===== config.mk =====
export PLATFORM = sky130hd
export DESIGN_NAME = execute_hazard_ctrl
export DESIGN_NICKNAME = d
export VERILOG_FILES = /design/src/rtl/execute_hazard_ctrl.sv
export SDC_FILE = /design/constraint.sdc
export NUM_CORES = 1
export LEC_CHECK = 0
export ABC_AREA = 1
export CAP_MARGIN = 10
export CORE_MARGIN = 2
export CORE_UTILIZATION = 30
export CTS_BUF_LIST = sky130_fd_sc_hd__clkbuf_4
export DETAILED_ROUTE_END_ITERATION = 6
export GPL_TIMING_DRIVEN = 0
export PLACE_DENSITY_LB_ADDON = 0.08
export SETUP_SLACK_MARGIN = 0.5
export SYNTH_ARGS = -nofsm -noshare
export SYNTH_HDL_FRONTEND = slang
export SYNTH_SLANG_ARGS = --single-unit

===== constraint.sdc =====
create_clock -name clk -period 1.8 [get_ports clk]
set_clock_uncertainty 0.15 [all_clocks]
set_input_delay 0.36 -clock clk [delete_from_list [all_inputs] [get_ports clk]]
set_output_delay 0.36 -clock clk [all_outputs]
set_load 0.01 [all_outputs]

===== src/rtl/execute_hazard_ctrl.sv =====
// Execute-stage hazard controller: operand forwarding selects, load-use stall and
// control-flow flush, driven from a two-deep history of destination registers.
module execute_hazard_ctrl #(
    parameter int unsigned FLUSH_CYCLES = 1,
    parameter int unsigned CNT_W        = 2
) (
    input  logic        clk,
    input  logic        rst_n,
    input  logic [31:0] id_inst,
    input  logic        id_valid,
    input  logic        br_taken,
    output logic [1:0]  data_a_sel,
    output logic [1:0]  data_b_sel,
    output logic        stall,
    output logic        flush
);

    localparam int unsigned REG_W = 5;
    localparam int unsigned OPC_W = 7;
    localparam int unsigned SEL_W = 2;

    localparam logic [OPC_W-1:0] OPC_OP     = 7'b0110011;
    localparam logic [OPC_W-1:0] OPC_OP_IMM = 7'b0010011;
    localparam logic [OPC_W-1:0] OPC_LOAD   = 7'b0000011;
    localparam logic [OPC_W-1:0] OPC_STORE  = 7'b0100011;
    localparam logic [OPC_W-1:0] OPC_BRANCH = 7'b1100011;
    localparam logic [OPC_W-1:0] OPC_LUI    = 7'b0110111;
    localparam logic [OPC_W-1:0] OPC_AUIPC  = 7'b0010111;
    localparam logic [OPC_W-1:0] OPC_JAL    = 7'b1101111;
    localparam logic [OPC_W-1:0] OPC_JALR   = 7'b1100111;

    localparam logic [SEL_W-1:0] SEL_REG    = 2'b00;
    localparam logic [SEL_W-1:0] SEL_D      = 2'b10;
    localparam logic [SEL_W-1:0] SEL_D_FF1  = 2'b11;

    typedef struct packed {
        logic [REG_W-1:0] rd;
        logic             wr;
        logic             ld;
    } hist_t;

    typedef enum logic {
        ST_RUN,
        ST_FLUSH
    } state_t;

    localparam hist_t BUBBLE = '{rd: '0, wr: 1'b0, ld: 1'b0};

    hist_t            h0_q, h0_d;
    hist_t            h1_q, h1_d;
    state_t           state_q, state_d;
    logic [CNT_W-1:0] cnt_q, cnt_d;

    logic [OPC_W-1:0] opcode;
    logic [REG_W-1:0] rd, rs1, rs2;
    logic             op_wr, op_ld, use_rs1, use_rs2;
    logic             a_h0, a_h1, b_h0, b_h1;
    logic             load_use;
    hist_t            id_entry;
    logic             unused_inst_bits;

    assign opcode           = id_inst[6:0];
    assign rd               = id_inst[11:7];
    assign rs1              = id_inst[19:15];
    assign rs2              = id_inst[24:20];
    assign unused_inst_bits = ^{id_inst[31:25], id_inst[14:12]};

    // Instruction class decode: which operands are read, whether rd is written / loaded.
    always_comb begin
        op_wr   = 1'b0;
        op_ld   = 1'b0;
        use_rs1 = 1'b0;
        use_rs2 = 1'b0;
        case (opcode)
            OPC_OP:     begin op_wr = 1'b1; use_rs1 = 1'b1; use_rs2 = 1'b1; end
            OPC_OP_IMM: begin op_wr = 1'b1; use_rs1 = 1'b1; end
            OPC_LOAD:   begin op_wr = 1'b1; op_ld = 1'b1; use_rs1 = 1'b1; end
            OPC_STORE:  begin use_rs1 = 1'b1; use_rs2 = 1'b1; end
            OPC_BRANCH: begin use_rs1 = 1'b1; use_rs2 = 1'b1; end
            OPC_LUI:    op_wr = 1'b1;
            OPC_AUIPC:  op_wr = 1'b1;
            OPC_JAL:    op_wr = 1'b1;
            OPC_JALR:   begin op_wr = 1'b1; use_rs1 = 1'b1; end
            default:    ;
        endcase
    end

    always_comb begin
        id_entry    = BUBBLE;
        id_entry.rd = rd;
        id_entry.wr = op_wr && (rd != '0);
        id_entry.ld = op_ld && (rd != '0);
    end

    // Match the operands against history; x0 is never a forwarding source.
    always_comb begin
        a_h0 = id_valid && use_rs1 && (rs1 != '0) && h0_q.wr && (rs1 == h0_q.rd);
        a_h1 = id_valid && use_rs1 && (rs1 != '0) && h1_q.wr && (rs1 == h1_q.rd);
        b_h0 = id_valid && use_rs2 && (rs2 != '0) && h0_q.wr && (rs2 == h0_q.rd);
        b_h1 = id_valid && use_rs2 && (rs2 != '0) && h1_q.wr && (rs2 == h1_q.rd);
        load_use = h0_q.ld && (a_h0 || b_h0);
    end

    // Flush dominates stall; both force the register-file selects.
    always_comb begin
        flush      = br_taken || (state_q == ST_FLUSH);
        stall      = load_use && !flush;
        data_a_sel = SEL_REG;
        data_b_sel = SEL_REG;
        if (!flush && !stall) begin
            if (a_h0)      data_a_sel = SEL_D;
            else if (a_h1) data_a_sel = SEL_D_FF1;
            if (b_h0)      data_b_sel = SEL_D;
            else if (b_h1) data_b_sel = SEL_D_FF1;
        end
    end

    always_comb begin
        h1_d = h0_q;
        h0_d = (id_valid && !stall && !flush) ? id_entry : BUBBLE;
    end

    // Flush sequencer: a taken branch (re)loads the counter for the trailing flush cycles.
    always_comb begin
        state_d = state_q;
        cnt_d   = cnt_q;
        case (state_q)
            ST_RUN: begin
                if (br_taken) begin
                    state_d = ST_FLUSH;
                    cnt_d   = CNT_W'(FLUSH_CYCLES);
                end
            end
            ST_FLUSH: begin
                if (br_taken) begin
                    cnt_d = CNT_W'(FLUSH_CYCLES);
                end else if (cnt_q <= CNT_W'(1)) begin
                    state_d = ST_RUN;
                    cnt_d   = '0;
                end else begin
                    cnt_d = cnt_q - CNT_W'(1);
                end
            end
            default: begin
                state_d = ST_RUN;
                cnt_d   = '0;
            end
        endcase
    end

    always_ff @(posedge clk or negedge rst_n) begin
        if (!rst_n) begin
            h0_q    <= BUBBLE;
            h1_q    <= BUBBLE;
            state_q <= ST_RUN;
            cnt_q   <= '0;
        end else begin
            h0_q    <= h0_d;
            h1_q    <= h1_d;
            state_q <= state_d;
            cnt_q   <= cnt_d;
        end
    end

endmodule


==> summary.md, run 1 <==
| Metric | Value |
|---|---|
| Status | `finished, violations left` |
| Violated checks | `negative setup slack` |
| Final worst slack | `-434 ps` |
| Post-synthesis sequential area ratio | `0.362` |
| RSZ-0062 raised after global routing | `true` |
| Period utilization | `1.24` |
| Static Leak | `0.791 nW` |
| Hold buffers post-CTS | `0` |
| Initial antenna violation count | `0` |
| Asr flop ratio synth | `1.00` |
| Initial Util | `0.306` |
| GP Congestion | `0.771` |
| Clock sinks | `16` |
| DP Area | `1530 µm²` |
| Clk pin slew, worst setup/hold paths | `80 ps` |
| Register area | `402 µm²` |
| Pin count of the biggest net entering global routing | `17` |
| Area delta synth->final | `47.1%` |
| First-pass GRT wire length | `4390 µm` |
| Worst-margin pin slew | `686 ps` |
| Final Core Density | `0.451` |
| WP data required | `1290 ps` |
| GRT overflow | `0` |
| Fin area | `1630 µm²` |
| Syn_area_per_cell | `6.91 µm²` |
| H-tree depth | `1` |
| Via-per-instance ratio | `4.41` |
| Final Hold Viols | `0` |
| FMAX | `448 MHz` |
| Critical Path AT | `1720 ps` |
| Kind of critical path | `reg2out` |
| I/O pin cnt | `42` |
| Worst Hold Class | `reg2reg` |
| Die W | `64.7 µm` |
| DIE AREA | `4180 µm²` |
| Crit-path cells | `nand2_1 > o21ai_1 > nor2_1 > nand2_1 > buf_4 > buf_4 > buf_6 > o21ai_2 > nor2_2 > buf_2` |
| Critical path endpoint category | `primary output` |
| Vias in the first global route | `1055` |
| Number of nets in the layout | `240` |
| N_diodes | `0` |
| Worst-path maximum fanout | `5` |
| Synth cell types | `26` |
| Startpoint types | `register` |
| Rows | `22` |
| Core Area | `3610 µm²` |
| CTS tree | `done` |
| Worst-Skew Late Latency | `270 ps` |
| Slew Viols, Final | `0` |
| Gr usage total | `0.133` |
| Max-Cap Viols | `0` |
| Syn nets | `196` |
| Final setup vio count | `5` |
| IO buf count | `31` |
| Chip height | `64.7 µm` |
| Filler cells | `382` |
| DRT antenna net count | `0` |
| Share of layout cells above drive strength 1 | `0.302` |
| CTS buffer count | `3` |
| Drt initial violations | `25` |
| Tot Pwr | `0.000708 W` |
| Slew Limit Headroom | `0.541` |
| Period minus WS final | `2230 ps` |
| Synthesized area | `1100 µm²` |
| Footprint of the multi-input gates | `673 µm²` |
| Synthesis warning total | `0` |
| #FFs+latches synth | `16` |
| Wire per inst | `10.5 µm` |
| Clk buf depth | `2` |
| PwrDens | `436 nW/µm²` |
| Maximum VDD drop | `0.297 mV` |
| Mapped Cells | `160` |
| Dpl hpwl | `2180 µm` |
| Drt total wl | `2620 µm` |
| Worst path max stage delay | `440 ps` |
| Post-synth EDFFs | `0` |
| Dominant synthesized flop cell | `dfrtp_1` |
| Vias | `1103` |
| Worst path slowest cell | `dfrtp_2` |
| Residual DRC | `0` |
| Root Buffer | `clkbuf_4` |
| Pre-Repair DR Iteration Count | `4` |
==> power breakdown <==
| group | internal [W] | switching [W] | total (W) |
|---|---|---|---|
| sequential | 0.000368 | 0.00000750 | 0.000375 |
| clock | 0.0000773 | 0.0000989 | 0.000176 |
| combinational | 0.0000702 | 0.0000862 | 0.000156 |
| total | 0.000515 | 0.000193 | 0.000708 |
==> timing repair <==
item / CTS / global route
resized for setup: 54 / 9
gates cloned: 0 / 0
pin swaps: 18 / 15
endpoints found under the hold margin: 0 / 0
endpoints found under the setup margin: 14 / 13
setup buffers: 7 / 1
==> layout make-up <==
class | count | share of cell area
multi-input cells | 115 | 0.414
flip-flops and latches | 16 | 0.247
repair buffers | 39 | 0.221
inverters | 29 | 0.0670
well taps | 48 | 0.0370
clock buffers | 3 | 0.0139
==> layer usage <==
metal  track usage  share of wire  vias to the layer above
met4        0.0399         0.0038                        0
met5             0              0                        -
met2         0.236           0.48                       22
met3        0.0104          0.037                        2
met1         0.173           0.48                      493
li1              -              -                      586
==> cells by family (layout without fill, tap and decap cells) <==
| group | Yosys count | after routing | synth area share |
|---|---|---|---|
| xor gates and xnor gates | 5 | 5 | 0.0396 |
| DFF | 16 | 16 | 0.362 |
| and+or+nand+nor | 92 | 92 | 0.407 |
| AOI/OAI and AO/OA | 18 | 18 | 0.0929 |
| buffers and inverters | 29 | 71 | 0.0985 |
==> registers in the layout, indices dropped and copies added (netlist names) <==
name / count
h0_q: 7
h1_q: 6
cnt_q: 2
state_q: 1
==> critical path: cells and delay by family (launching register included) <==
| kind | cells | cell delay (ps) |
|---|---|---|
| flops | 1 | 440 |
| buf+inv | 4 | 500 |
| simple gates | 4 | 330 |
| compound gates | 2 | 160 |
==> final timing paths <==
| kind | endpoint | slack (ps) | depth (start not counted) | start |
|---|---|---|---|---|
| max in group asynchronous | h0_q[2] | 680 | 1 | rst_n |
| worst min-delay path | h1_q[3] | 270 | 0 | h0_q[3] |
| worst max-delay path | data_b_sel[0] | -430 | 10 | h0_q[2] |
| worst min register to register | h1_q[3] | 270 | 0 | h0_q[3] |
| min in group asynchronous | h1_q[2] | 350 | 1 | rst_n |
| worst max register to register | h0_q[1] | 10 | 12 | h0_q[2] |
==> cells in the mapped netlist, drive strengths merged (2+ instances only) <==
cell type	count	area [µm²]
nor2	31	144
nand4	3	18.8
nand3	8	57.6
o211ai	2	15.0
o21ai	10	50.1
dfrtp	16	400
xnor2	3	26.3
nand2	44	188
nor3	3	15.0
inv	29	109
a21oi	2	10.0
xor2	2	17.5
==> cell usage in the layout, fill, tap and decap left out, drive strengths merged <==
| cell | Yosys | routed |
|---|---|---|
| o22ai | 1 | 1 |
| nand4 | 3 | 3 |
| clkbuf | 0 | 3 |
| nor3 | 3 | 3 |
| a21oi | 2 | 2 |
| o211ai | 2 | 2 |
| nand2 | 44 | 44 |
| a21o | 1 | 1 |
| nand3b | 1 | 1 |
| nor2 | 31 | 31 |
| nand3 | 8 | 8 |
| xnor2 | 3 | 3 |
| xor2 | 2 | 2 |
| o31ai | 1 | 1 |
| dfrtp | 16 | 16 |
| dlygate4sd2 | 0 | 19 |
| inv | 29 | 29 |
| nor3b | 1 | 1 |
| a31oi | 1 | 1 |
| buf | 0 | 14 |
| or2 | 1 | 1 |
| o21ai | 10 | 10 |
| clkdlybuf4s50 | 0 | 6 |
==> through the flow <==
stage | worst slack [ps] | setup TNS [ps] | cells | hold WS (ps)
after floorplan | 79.2 | 0 | 160 | -85.6
after global placement | -1010 | -7400 | 239 | 236
after detailed placement | -1050 | -7540 | 239 | 240
after CTS | -440 | -2110 | 249 | 259
after global routing | -538 | -3110 | 250 | 292
final | -434 | -1980 | 250 | 272
Note: power is estimated with default switching activity, not from simulation.
==> run 2, diff against run 1 <==
--- a/config.mk
+++ b/config.mk
@@ -12,7 +12,7 @@
 export CTS_BUF_LIST = sky130_fd_sc_hd__clkbuf_4
 export DETAILED_ROUTE_END_ITERATION = 6
 export GPL_TIMING_DRIVEN = 0
-export PLACE_DENSITY_LB_ADDON = 0.08
+export PLACE_DENSITY = 0.54
 export SETUP_SLACK_MARGIN = 0.5
 export SYNTH_ARGS = -nofsm -noshare
 export SYNTH_HDL_FRONTEND = slang
==> summary.md, run 2 (same netlist as run 1, synthesis figures left out) <==
| Metric | Value |
|---|---|
| Initial Util | `0.306 (unchanged)` |
| Critical Path AT | `1730 ps (about the same)` |
| GP Congestion | `0.771 (about the same)` |
| DRT antenna net count | `0 (unchanged)` |
| Clk buf depth | `2 (unchanged)` |
| Pin count of the biggest net entering global routing | `17 (unchanged)` |
| Violated checks | `negative setup slack` |
| Drt total wl | `2680 µm (+2.3%)` |
| Reg2reg path depth | `12 (unchanged)` |
| PwrDens | `423 nW/µm² (-3.0%)` |
| Commonest cells after routing, fill and taps aside | `36 x nand2_1, 20 x inv_1, 19 x dlygate4sd2_1, 16 x dfrtp_1, 14 x nor2_2` |
| Worst-path maximum fanout | `3 (-2)` |
| Fin area | `1680 µm² (+3.2%)` |
| Pre-Repair DR Iteration Count | `4 (unchanged)` |
| Reg2Reg Setup Slack | `-20 ps (-30 ps)` |
| Share of layout cells above drive strength 1 | `0.314 (+0.0117)` |
| Number of nets in the layout | `242 (+0.83%)` |
| Chip height | `64.7 µm (unchanged)` |
| Via-per-instance ratio | `4.40 (-0.16%)` |
| Static Leak | `0.823 nW (+4.1%)` |
| Rows | `22 (unchanged)` |
| Critical path endpoint category | `primary output` |
| Biggest regs | `h0_q: 7 flops, h1_q: 6 flops, cnt_q: 2 flops` |
| GRT overflow | `0 (unchanged)` |
| Slew Viols, Final | `0 (unchanged)` |
| IO buf count | `31 (unchanged)` |
| Area delta synth->final | `51.9%` |
| Kind of critical path | `in2out` |
| FMAX | `446 MHz (-0.47%)` |
| WP data required | `1290 ps (about the same)` |
| Reg with most FFs | `h0_q` |
| Initial antenna violation count | `0 (unchanged)` |
| I/O pin cnt | `42 (unchanged)` |
| Residual DRC | `0 (unchanged)` |
| Period utilization | `1.25 (+0.00586)` |
| Gr usage total | `0.133 (-0.000492)` |
| DIE AREA | `4180 µm² (unchanged)` |
| Worst-Skew Late Latency | `280 ps (about the same)` |
| Worst path slowest cell | `dlygate4sd2_1` |
| Worst Hold Class | `reg2reg` |
| Vias | `1110 (+0.63%)` |
| Worst-margin pin slew | `687 ps (+0.0943 ps)` |
| Final Core Density | `0.465 (+0.0146)` |
| Hold buffers post-CTS | `0 (unchanged)` |
| Drt initial violations | `23 (-8.0%)` |
| Max FFs per register | `7 (unchanged)` |
| Core Area | `3610 µm² (unchanged)` |
| H-tree depth | `1 (unchanged)` |
| Clock sinks | `16 (unchanged)` |
| Slew Limit Headroom | `0.541 (about the same)` |
| Worst setup path startpoint | `id_inst[3]` |
| DP Area | `1530 µm² (unchanged)` |
| Finished Layout Cells | `252 (+0.80%)` |
| Critical path endpoint | `data_b_sel[0]` |
| Max-Cap Viols | `0 (unchanged)` |
| Die W | `64.7 µm (unchanged)` |
| RR Endpoint | `h0_q[1]` |
| Worst path max stage delay | `270 ps (-170 ps)` |
| Placed insts | `239 (unchanged)` |
| Final worst slack | `-444 ps (-10.5 ps)` |
| Vias in the first global route | `1043 (-1.1%)` |
| Startpoint types | `input pin` |
| First-pass GRT wire length | `4350 µm (-0.80%)` |
| Filler cells | `389 (+1.8%)` |
| CTS tree | `done` |
| Final Hold Viols | `0 (unchanged)` |
| Maximum VDD drop | `0.359 mV (+21%)` |
| Commonest non-fill, non-tap cell in the layout | `nand2_1` |
| Wire per inst | `10.6 µm (+1.5%)` |
| Final setup vio count | `10 (+5)` |
| Crit-path cells | `dlygate4sd2_1 > nor2_4 > nand2_2 > inv_2 > o211ai_1 > nor2_2 > buf_4 > nor3b_4 > o21ai_4 > nor2_4 > buf_6` |
| Period minus WS final | `2240 ps (+10.5 ps)` |
| RSZ-0062 raised after global routing | `true` |
| Dpl hpwl | `2230 µm (+2.4%)` |
| CP most frequent cell | `nor2_4` |
| N_diodes | `0 (unchanged)` |
| Root Buffer | `clkbuf_4` |
| Clk pin slew, worst setup/hold paths | `80 ps (about the same)` |
| Status | `finished, violations left` |
| Reg2reg start | `h0_q[2]` |
| CTS buffer count | `3 (unchanged)` |
[run 2: cell type report]
| type | instances | area, µm² | share of cell area |
|---|---|---|---|
| clock buffers | 3 | 22.5 | 0.0134 |
| inverters | 29 | 109 | 0.0649 |
| multi-input cells | 115 | 702 | 0.418 |
| flip-flops and latches | 16 | 400 | 0.239 |
| well taps | 48 | 60.1 | 0.0358 |
| repair buffers | 41 | 384 | 0.229 |
[run 2: metrics by stage]
step	setup WS (ps)	hold slack, ps	TNS [ps]	power (W)
after detailed placement	-1060	244	-7870	0.000548
after global placement	-1000	243	-7330	0.000544
final	-444	256	-2110	0.000709
after floorplan	79.2	-85.6	0	0.000453
after CTS	-450	263	-2120	0.000724
after global routing	-576	276	-3960	0.000754
[run 2: worst min-delay path by stage]
stage	startpoint	endpoint	slack [ps]	depth (start not counted)
2_1_floorplan	rst_n	cnt_q[0]	-90	0
3_3_place_gp	h0_q[3]	h1_q[3]	240	0
3_5_place_dp	h0_q[3]	h1_q[3]	240	0
4_1_cts	h0_q[3]	h1_q[3]	260	0
5_1_grt	h0_q[3]	h1_q[3]	280	0
6_report	h0_q[3]	h1_q[3]	260	0
[run 2: power by group]
part,internal (W),switching (W),total (W)
Combinational,0.0000709,0.0000892,0.000160
Clock,0.0000774,0.0000965,0.000174
Sequential,0.000368,0.00000733,0.000375
[run 2: metal layers]
layer  vias up  GRT usage  part of all wire
met4         0     0.0399                 0
met2        28      0.237              0.51
met3         0     0.0156             0.051
met1       497      0.167              0.43
met5         -          0                 0
li1        585          -                 -
[run 2: timing repair]
item / 4_1_cts / 5_1_grt
endpoints found under the setup margin: 14 / 13
resized for setup: 58 / 10
pin swaps: 15 / 14
hold endpoints to repair: 0 / 0
buffers inserted: 9 / 1
[run 2: worst max-delay path: cells and delay by family]
family / cells / cell delay (ps)
AND/OR/NAND/NOR: 5 / 630
buffers and inverters: 4 / 530
AO/OA/AOI/OAI: 2 / 200
